--- src/rtl/hazard_stall_unit_if.sv ---
// Hazard/stall control bundle between the pipeline datapath (master) and the
// hazard stall unit (slave): hazard sources in, register enables/flushes and statistics out.
interface hazard_stall_unit_if #(
    parameter int CNT_W = 16
);
    logic [4:0]       id_RS1;
    logic [4:0]       id_RS2;
    logic             id_uses_rs1;
    logic             id_uses_rs2;
    logic             id_ex_memread;
    logic [4:0]       id_ex_reg_RD;
    logic             ex_branch_taken;
    logic             ex_mem_memreq;
    logic             dmem_ready;
    logic             cnt_clr;

    logic             pc_write;
    logic             if_id_write;
    logic             if_id_flush;
    logic             id_ex_write;
    logic             id_ex_flush;
    logic             ex_mem_write;
    logic             mem_wb_bubble;
    logic             mem_timeout;
    logic [CNT_W-1:0] lu_stall_cnt;
    logic [CNT_W-1:0] mem_wait_cnt;
    logic [CNT_W-1:0] flush_cnt;

    modport master (
        output id_RS1, id_RS2, id_uses_rs1, id_uses_rs2, id_ex_memread, id_ex_reg_RD,
               ex_branch_taken, ex_mem_memreq, dmem_ready, cnt_clr,
        input  pc_write, if_id_write, if_id_flush, id_ex_write, id_ex_flush,
               ex_mem_write, mem_wb_bubble, mem_timeout,
               lu_stall_cnt, mem_wait_cnt, flush_cnt
    );

    modport slave (
        input  id_RS1, id_RS2, id_uses_rs1, id_uses_rs2, id_ex_memread, id_ex_reg_RD,
               ex_branch_taken, ex_mem_memreq, dmem_ready, cnt_clr,
        output pc_write, if_id_write, if_id_flush, id_ex_write, id_ex_flush,
               ex_mem_write, mem_wb_bubble, mem_timeout,
               lu_stall_cnt, mem_wait_cnt, flush_cnt
    );
endinterface

--- src/rtl/hazard_stall_unit.sv ---
// Resolves the hazards forwarding cannot: load-use stalls, taken-branch flushes and
// data-memory freezes, with a wait watchdog and saturating stall statistics.
module hazard_stall_unit #(
    parameter int MEM_TIMEOUT = 64,
    parameter int CNT_W       = 16
) (
    input  logic                clk,
    input  logic                rst_n,
    hazard_stall_unit_if.slave  hz
);

    typedef enum logic [1:0] {
        ST_RUN,
        ST_WAIT,
        ST_TIMEOUT
    } state_t;

    typedef enum logic [2:0] {
        SEL_RESET,
        SEL_FREEZE,
        SEL_BRANCH,
        SEL_LOAD_USE,
        SEL_NORMAL
    } outcome_t;

    localparam logic [7:0] WAIT_LIMIT = 8'(MEM_TIMEOUT - 1);

    state_t     state, state_nxt;
    logic [7:0] wait_cnt, wait_cnt_nxt;
    outcome_t   sel;
    logic       freeze;
    logic       load_use;

    logic [CNT_W-1:0] lu_cnt_q, wait_cnt_q, flush_cnt_q;

    assign freeze   = hz.ex_mem_memreq & ~hz.dmem_ready;
    // x0 is hardwired to zero, so a load targeting it never creates a dependency.
    assign load_use = hz.id_ex_memread & (hz.id_ex_reg_RD != 5'd0) &
                      (((hz.id_ex_reg_RD == hz.id_RS1) & hz.id_uses_rs1) |
                       ((hz.id_ex_reg_RD == hz.id_RS2) & hz.id_uses_rs2));

    always_ff @(posedge clk) begin
        if (!rst_n) begin
            state    <= ST_RUN;
            wait_cnt <= 8'd0;
        end else begin
            state    <= state_nxt;
            wait_cnt <= wait_cnt_nxt;
        end
    end

    always_comb begin
        state_nxt    = state;
        wait_cnt_nxt = wait_cnt;
        case (state)
            ST_RUN: begin
                if (freeze) begin
                    state_nxt    = ST_WAIT;
                    wait_cnt_nxt = 8'd1;
                end
            end
            ST_WAIT: begin
                if (!freeze) begin
                    state_nxt    = ST_RUN;
                    wait_cnt_nxt = 8'd0;
                end else if (wait_cnt == WAIT_LIMIT) begin
                    state_nxt    = ST_TIMEOUT;
                end else begin
                    wait_cnt_nxt = wait_cnt + 8'd1;
                end
            end
            ST_TIMEOUT: state_nxt = ST_TIMEOUT;
            default: begin
                state_nxt    = ST_RUN;
                wait_cnt_nxt = 8'd0;
            end
        endcase
    end

    // A pending branch or load-use is held off during a freeze and acted on after release.
    always_comb begin
        sel = SEL_NORMAL;
        if (!rst_n)
            sel = SEL_RESET;
        else if ((state == ST_TIMEOUT) || freeze)
            sel = SEL_FREEZE;
        else if (hz.ex_branch_taken)
            sel = SEL_BRANCH;
        else if (load_use)
            sel = SEL_LOAD_USE;

        hz.pc_write      = 1'b1;
        hz.if_id_write   = 1'b1;
        hz.if_id_flush   = 1'b0;
        hz.id_ex_write   = 1'b1;
        hz.id_ex_flush   = 1'b0;
        hz.ex_mem_write  = 1'b1;
        hz.mem_wb_bubble = 1'b0;

        case (sel)
            SEL_RESET: begin
                hz.pc_write      = 1'b0;
                hz.if_id_write   = 1'b0;
                hz.if_id_flush   = 1'b1;
                hz.id_ex_write   = 1'b0;
                hz.id_ex_flush   = 1'b1;
                hz.ex_mem_write  = 1'b0;
                hz.mem_wb_bubble = 1'b1;
            end
            SEL_FREEZE: begin
                hz.pc_write      = 1'b0;
                hz.if_id_write   = 1'b0;
                hz.id_ex_write   = 1'b0;
                hz.ex_mem_write  = 1'b0;
                hz.mem_wb_bubble = 1'b1;
            end
            SEL_BRANCH: begin
                hz.if_id_flush   = 1'b1;
                hz.id_ex_flush   = 1'b1;
            end
            SEL_LOAD_USE: begin
                hz.pc_write      = 1'b0;
                hz.if_id_write   = 1'b0;
                hz.id_ex_flush   = 1'b1;
            end
            default: begin
            end
        endcase
    end

    function automatic logic [CNT_W-1:0] bump(input logic [CNT_W-1:0] cnt,
                                              input logic             clr,
                                              input logic             evt);
        if (clr)
            return '0;
        else if (evt && (cnt != {CNT_W{1'b1}}))
            return cnt + 1'b1;
        else
            return cnt;
    endfunction

    // Clear beats a coincident increment; counters stick at all-ones instead of wrapping.
    always_ff @(posedge clk) begin
        if (!rst_n) begin
            lu_cnt_q    <= '0;
            wait_cnt_q  <= '0;
            flush_cnt_q <= '0;
        end else begin
            lu_cnt_q    <= bump(lu_cnt_q,    hz.cnt_clr, sel == SEL_LOAD_USE);
            wait_cnt_q  <= bump(wait_cnt_q,  hz.cnt_clr, sel == SEL_FREEZE);
            flush_cnt_q <= bump(flush_cnt_q, hz.cnt_clr, sel == SEL_BRANCH);
        end
    end

    assign hz.mem_timeout  = (state == ST_TIMEOUT);
    assign hz.lu_stall_cnt = lu_cnt_q;
    assign hz.mem_wait_cnt = wait_cnt_q;
    assign hz.flush_cnt    = flush_cnt_q;

endmodule
--- src/flat_wrapper.sv ---
// flat-port wrapper written by rule: the top's interface ports become plain ports
module hazard_stall_unit_flat 
#(
    parameter int MEM_TIMEOUT = 64,
    parameter int CNT_W       = 16
)
  (clk, rst_n, hz_id_RS1, hz_id_RS2, hz_id_uses_rs1, hz_id_uses_rs2, hz_id_ex_memread, hz_id_ex_reg_RD, hz_ex_branch_taken, hz_ex_mem_memreq, hz_dmem_ready, hz_cnt_clr, hz_pc_write, hz_if_id_write, hz_if_id_flush, hz_id_ex_write, hz_id_ex_flush, hz_ex_mem_write, hz_mem_wb_bubble, hz_mem_timeout, hz_lu_stall_cnt, hz_mem_wait_cnt, hz_flush_cnt);
  hazard_stall_unit_if #(.CNT_W(CNT_W)) hz_i ();
  input  logic clk;
  input  logic rst_n;
  input wire logic [$bits(hz_i.id_RS1)-1:0] hz_id_RS1;
  input wire logic [$bits(hz_i.id_RS2)-1:0] hz_id_RS2;
  input wire logic [$bits(hz_i.id_uses_rs1)-1:0] hz_id_uses_rs1;
  input wire logic [$bits(hz_i.id_uses_rs2)-1:0] hz_id_uses_rs2;
  input wire logic [$bits(hz_i.id_ex_memread)-1:0] hz_id_ex_memread;
  input wire logic [$bits(hz_i.id_ex_reg_RD)-1:0] hz_id_ex_reg_RD;
  input wire logic [$bits(hz_i.ex_branch_taken)-1:0] hz_ex_branch_taken;
  input wire logic [$bits(hz_i.ex_mem_memreq)-1:0] hz_ex_mem_memreq;
  input wire logic [$bits(hz_i.dmem_ready)-1:0] hz_dmem_ready;
  input wire logic [$bits(hz_i.cnt_clr)-1:0] hz_cnt_clr;
  output wire logic [$bits(hz_i.pc_write)-1:0] hz_pc_write;
  output wire logic [$bits(hz_i.if_id_write)-1:0] hz_if_id_write;
  output wire logic [$bits(hz_i.if_id_flush)-1:0] hz_if_id_flush;
  output wire logic [$bits(hz_i.id_ex_write)-1:0] hz_id_ex_write;
  output wire logic [$bits(hz_i.id_ex_flush)-1:0] hz_id_ex_flush;
  output wire logic [$bits(hz_i.ex_mem_write)-1:0] hz_ex_mem_write;
  output wire logic [$bits(hz_i.mem_wb_bubble)-1:0] hz_mem_wb_bubble;
  output wire logic [$bits(hz_i.mem_timeout)-1:0] hz_mem_timeout;
  output wire logic [$bits(hz_i.lu_stall_cnt)-1:0] hz_lu_stall_cnt;
  output wire logic [$bits(hz_i.mem_wait_cnt)-1:0] hz_mem_wait_cnt;
  output wire logic [$bits(hz_i.flush_cnt)-1:0] hz_flush_cnt;
  assign hz_i.id_RS1 = hz_id_RS1;
  assign hz_i.id_RS2 = hz_id_RS2;
  assign hz_i.id_uses_rs1 = hz_id_uses_rs1;
  assign hz_i.id_uses_rs2 = hz_id_uses_rs2;
  assign hz_i.id_ex_memread = hz_id_ex_memread;
  assign hz_i.id_ex_reg_RD = hz_id_ex_reg_RD;
  assign hz_i.ex_branch_taken = hz_ex_branch_taken;
  assign hz_i.ex_mem_memreq = hz_ex_mem_memreq;
  assign hz_i.dmem_ready = hz_dmem_ready;
  assign hz_i.cnt_clr = hz_cnt_clr;
  assign hz_pc_write = hz_i.pc_write;
  assign hz_if_id_write = hz_i.if_id_write;
  assign hz_if_id_flush = hz_i.if_id_flush;
  assign hz_id_ex_write = hz_i.id_ex_write;
  assign hz_id_ex_flush = hz_i.id_ex_flush;
  assign hz_ex_mem_write = hz_i.ex_mem_write;
  assign hz_mem_wb_bubble = hz_i.mem_wb_bubble;
  assign hz_mem_timeout = hz_i.mem_timeout;
  assign hz_lu_stall_cnt = hz_i.lu_stall_cnt;
  assign hz_mem_wait_cnt = hz_i.mem_wait_cnt;
  assign hz_flush_cnt = hz_i.flush_cnt;
  hazard_stall_unit #(.MEM_TIMEOUT(MEM_TIMEOUT), .CNT_W(CNT_W)) u_core (.clk(clk), .rst_n(rst_n), .hz(hz_i));
endmodule
--- config.mk ---
export PLATFORM = sky130hd
export DESIGN_NAME = hazard_stall_unit_flat
export DESIGN_NICKNAME = d
export VERILOG_FILES = /design/src/rtl/hazard_stall_unit_if.sv /design/src/rtl/hazard_stall_unit.sv /design/src/flat_wrapper.sv
export SDC_FILE = /design/constraint.sdc
export NUM_CORES = 1
export LEC_CHECK = 0
export CAP_MARGIN = 20
export CORE_MARGIN = 5
export CORE_UTILIZATION = 48
export CTS_CLUSTER_SIZE = 24
export DETAILED_ROUTE_END_ITERATION = 12
export PLACE_DENSITY = 0.84
export SLEW_MARGIN = 20
export SYNTH_ARGS = -nofsm -noshare
export SYNTH_HDL_FRONTEND = slang
export SYNTH_SLANG_ARGS = --single-unit
--- constraint.sdc ---
create_clock -name clk -period 2.4 [get_ports clk]
set_input_delay 0.6 -clock clk [delete_from_list [all_inputs] [get_ports clk]]
set_output_delay 0.6 -clock clk [all_outputs]
set_load 0.01 [all_outputs]
# Word-level counts from Yosys, hierarchy flattened
# Cells that the tools add are included.
# totals
wordCells	63
out_inout_bits	56
in_bits	24
register_bits	58
# classes
eq_ne	14
bitwise_logic	9
n_addsub	4
n_reduce_logical	14
n_mux	17
# op_table
cell	n
$add A16 B1 Y16 const B	3
$ne A16 B16 Y1 const B	3
$mux W8	3
$pmux W8 S3	1
$mux W3	4
$eq A5 B5 Y1	2
$add A8 B1 Y8 const B	1
$eq A8 B6 Y1 const B	1
$eq A3 B2 Y1 const B	2
$mux W2	3
$ne A3 B3 Y1 const B	2
$pmux W2 S3	1
$reduce_or A2 Y1	3
$reduce_or A3 Y1	2
$and A1 B1 Y1	5
$mux W1	5
$reduce_bool A5 Y1	1
$eq A3 B1 Y1 const B	1
$logic_and A1 B1 Y1	3
$logic_not A3 Y1	1
$not A1 Y1	3
$reduce_and A3 Y1	1
$eq A2 B1 Y1 const B	1
$eq A2 B2 Y1 const B	1
5 further kinds	5

# Longest topological paths before layout
# depth
word_depth	11
depth_mapped	9
ltp_nobuf	7

# Least setup slack after synthesis
# Ideal clock, no wire load.
# synth_timing
path_type	in2out
from	in hz_id_ex_reg_RD[0]
to	out hz_pc_write
path_stages	5
arrival_time_ns	1.823
setup_slack_ns	-0.023
cell_sequence	or4_1 nor2_1 nor4b_4 a21oi_1 buf_4
# synth_between
elab_chain_cells	11
elab_cells_between_ends	17
# synth_lines
element	line	rtl
start, declared	flat_wrapper.sv:16	input wire logic [$bits(hz_i.id_ex_reg_RD)-1:0] hz_id_ex_reg_RD;
$eq A5 B5 Y1 (on tied branches)	hazard_stall_unit.sv:39, hazard_stall_unit.sv:40	
$and A1 B1 Y1 (on tied branches)	hazard_stall_unit.sv:39, hazard_stall_unit.sv:40	
$or A1 B1 Y1	hazard_stall_unit.sv:39	(((hz.id_ex_reg_RD == hz.id_RS1) & hz.id_uses_rs1) |
$and A1 B1 Y1 *	hazard_stall_unit.sv:38	assign load_use = hz.id_ex_memread & (hz.id_ex_reg_RD != 5'd0) &
$mux W3 *	hazard_stall_unit.sv:89	else if (load_use)
$mux W3 *	hazard_stall_unit.sv:87	else if (hz.ex_branch_taken)
$mux W3 *	hazard_stall_unit.sv:85	else if ((state == ST_TIMEOUT) || freeze)
$mux W3 *	hazard_stall_unit.sv:83	if (!rst_n)
$eq A3 B1 Y1, or another cell as far along	-	
$reduce_or A3 Y1 (no source line) *	-	
$mux W1 *	-	
end, declared	flat_wrapper.sv:21	output wire logic [$bits(hz_i.pc_write)-1:0] hz_pc_write;
# Mark *: on every way between the ends. The rest lies on a longest branch, timed or not.

# Worst setup path in the final report
# layout_timing
from	in hz_id_RS2[4]
to	out hz_id_ex_flush
# layout_between
elab_chain_cells	11
elab_cells_between_ends	13
# layout_lines
element	line	rtl
start, declared	flat_wrapper.sv:12	input wire logic [$bits(hz_i.id_RS2)-1:0] hz_id_RS2;
$eq A5 B5 Y1 *	hazard_stall_unit.sv:40	((hz.id_ex_reg_RD == hz.id_RS2) & hz.id_uses_rs2));
$and A1 B1 Y1 *	hazard_stall_unit.sv:40	
$or A1 B1 Y1 *	hazard_stall_unit.sv:39	
$and A1 B1 Y1 *	hazard_stall_unit.sv:38	
$mux W3 *	hazard_stall_unit.sv:89	
$mux W3 *	hazard_stall_unit.sv:87	
$mux W3 *	hazard_stall_unit.sv:85	
$mux W3 *	hazard_stall_unit.sv:83	
$eq A3 B2 Y1 or $logic_not A3 Y1 (tied branches)	hazard_stall_unit.sv:100	case (sel)
$reduce_or A3 Y1 (no source line) *	-	
$mux W1 *	hazard_stall_unit.sv:100	
end, declared	flat_wrapper.sv:25	output wire logic [$bits(hz_i.id_ex_flush)-1:0] hz_id_ex_flush;
# Marked as above.

==> impl_metrics.csv <==
group,metric,value,unit
sta,fin_crit_sh,98.1,%
clock_tree,clk_path_buf_depth,2,
final_layout,final_nets,487,
yosys,ys.flop_type,"dfxtp_1",
final_layout,antennaDiodeCount,0,
final_layout,drive_gt1_share,14.0,%
setup_path,max_stage_delay,470,ps
sta,hold_viol,0,
clock_tree,cts_buffers,9,
grt,antenna_found_initial,0,
grt,grt_first_pass_wirelength,12200,um
power,irDropWorstVdd,0.000373,V
floorplanning,die_w,88.8,um
floorplanning,fp.dieArea,7880,um^2
placed_design,gp_congestion,0.738,
sta,clock.fmax,0.425,GHz
yosys,syn_inst,352,
floorplanning,fp.coreArea,5990,um^2
placed_design,placed_cell_area,4020,um^2
final_layout,ff_latch_area,1160,um^2
clock_tree,cts_sinks,58,
floorplanning,die_y,88.8,um
clock_tree,tritoncts,"done",
sta,setup_violations,0,
setup_path,cp_max_fo,3,
yosys,yosysWarnings,0,
setup_path,crit_buf_inv,2,
final_layout,area_growth,40.4,%
placed_design,port_buffers,79,
sta,rsz0062_at_grt,"false",
yosys,syn_nets,380,
yosys,synth_edf_count,0,
final_layout,nFillCells,476,
setup_path,slowest_stage,"clkdlybuf4s50_1",
sta,fin_skew,10.5,ps
grt,grt_usage,19.3,%
sta,worstMarginPinSlew,498,ps
setup_path,cp_cell_sequence,"clkdlybuf4s50_1 -> xnor2_1 -> nand4_1 -> o22ai_2 -> a21o_1 -> buf_2",
yosys,ys_top_cells_by_area,"dfxtp_1 39%, xnor2_1 7.4%, nor2_1 5.5%, xor2_1 5.0%, a21oi_1 3.5%",
routing,via_count,2956,
clock_tree,cts_root_buf,"clkbuf_8",
clock_tree,clkTransAtPathRegs,60,ps
routing,viasPerCell,5.48,
routing,ant_nets,0,
setup_path,worstSetupPathType,"input port to primary output",
sta,fin_crit,2350,ps
final_layout,multi_input_area,1740,um^2
power,leakage,1.47,nW
final_layout,fin_area,4180,um^2
yosys,synthArstFlopShare,0,%
clock_tree,insertion_delay,330,ps
sta,relSlewSlack,66.5,%
setup_path,critPathCaptureType,"primary output",
routing,drtPass1Iterations,4,
sta,drv_slew,0,
routing,drc,0,
sta,fin_ws,46.6,ps
setup_path,cp.arrival,1750,ps
yosys,synth.top_cell.area_share,39.0,%
clock_tree,ctsHoldBuffers,0,
yosys,synth_largest_area_cell,"dfxtp_1",
yosys,synth-seq-area-share,39.0,%
yosys,synth_area_per_cell,8.46,um^2
yosys,synth-seq-cells,58,
setup_path,startpoint_type,"input port",
placed_design,dp_slack,-739,ps
grt,grt_max_degree,49,
placed_design,dp_hpwl,5370,um
run,drv_cap,0,
clock_tree,htree_levels,3,
floorplanning,start_util,49.7,%
routing,dr.first_iter.drc_count,124,
grt,first_global_vias,2828,
routing,wire_per_inst,13.8,um
setup_path,required,1800,ps
setup_path,critPathTopFamily,"buffers and inverters",
power,powerDensity,457,nW/um^2
grt,grt.overflow.total,0,
yosys,syn_area,2980,um^2
floorplanning,io_pins,80,
routing,finalWirelength,7410,um
status,status,"completed",
floorplanning,rows,28,
yosys,synth.distinct_cells,46,
min_path,hold_path.class,"flop to flop",
[cells in the final DEF, fill, tap and decap left out, types with 10 or more instances in the layout]
cell type / count
xor2_1: 17
buf_4: 28
or3_1: 10
nand2_1: 23
inv_1: 11
dlygate4sd2_1: 15
and3_1: 10
a21oi_1: 20
dfxtp_1: 58
clkdlybuf4s50_1: 56
o21ai_0: 11
nand3_1: 21
nor2_1: 43
xnor2_1: 25
[cells by family (layout without fill, tap and decap cells)]
kind of cell	after synthesis	count (layout)	synth area share [%]
multiplexers	4	4	1.39
AND/OR/NAND/NOR	160	161	29.3
flip-flops	58	58	39.0
AO/OA/AOI/OAI	60	60	12.6
buffers and inverters	24	135	3.61
adder cells (fa/ha/maj)	4	4	1.68
XOR/XNOR	42	42	12.4
[synth_stat cells, types with 2 or more instances]
cell / n
clkbuf_1: 8
nor2_1: 44
o31ai_1: 8
and2_1: 3
a21o_1: 2
nand4_1: 9
buf_4: 2
xor2_1: 17
nor3_1: 7
or2_2: 3
a41oi_1: 2
buf_2: 2
nor2b_1: 2
o21ai_0: 11
a211oi_1: 3
a31oi_1: 5
and4_1: 4
nand3_1: 21
a21oi_1: 21
and3_1: 10
or3_1: 10
o211ai_1: 2
ha_1: 4
nand2b_2: 2
nand2_1: 23
nor4_1: 4
mux2i_1: 3
or4_1: 8
dfxtp_1: 58
nor3b_1: 3
xnor2_1: 25
nand3_4: 2
inv_1: 11
[area by class of cell]
type | instances | share of cell area [%]
sequential | 58 | 27.8
timing repair buffer | 108 | 23.3
multi-input combinational | 271 | 41.6
inverter | 11 | 0.987
tap | 75 | 2.24
clock inverter | 6 | 1.05
clock buffer | 10 | 3.05
[final timing paths]
path | start | end | slack (ps) | cells after the start
max | hz_id_RS2[4] | hz_id_ex_flush | 50 | 6
min | u_core.wait_cnt[7] | u_core.wait_cnt[7] | 500 | 2
max reg2reg | u_core.hz.lu_stall_cnt[0] | u_core.hz.lu_stall_cnt[3] | 340 | 8
min reg2reg | u_core.wait_cnt[7] | u_core.wait_cnt[7] | 500 | 2
[registers in the layout, summed over array words and instances, names as in the netlist]
signal and flops:
u_core.hz.lu_stall_cnt 16, u_core.state 2, u_core.hz.flush_cnt 16, u_core.hz.mem_wait_cnt 16
u_core.wait_cnt 8
[routing by layer]
metal	global-route usage [%]	vias to the layer above	wire length [um]
met5	0	-	0
met3	4.84	8	589
met1	22.5	1394	3140
li1	-	1477	-
met4	6.59	0	87
met2	34.4	77	3600
[where the power goes]
part           internal [mW]  leakage, nW  switching [mW]  total [mW]
combinational         0.0832        0.919          0.0753       0.158
sequential             0.965        0.467         0.00354       0.969
clock                  0.376       0.0862           0.408       0.784
[stage by stage]
step                util (%)  instances  hold WS [ps]  TNS (ps)  power [mW]
CTS                     69.4        538           497         0        1.93
global route            69.8        539           517         0        1.99
detailed placement      67.0        520           488     -8080        1.16
global placement        67.0        520           467     -6950        1.16
floorplan                  -        352           458         0        1.07
finish                  69.8        539           496         0        1.91
[tightest hold or removal path, stage by stage (launching register included)]
cell and delay, ps:
dfxtp_1 320, o21ai_0 70, a21oi_1 60
[timing repair]
| item | CTS | global route |
|---|---|---|
| setup buffers | 2 | 0 |
| pin swaps | 13 | 6 |
| cloned | 0 | 1 |
| resized for setup | 43 | 3 |
| endpoints found under the setup margin | 11 | 6 |
No activity file was read; power rests on OpenSTA's default activity.
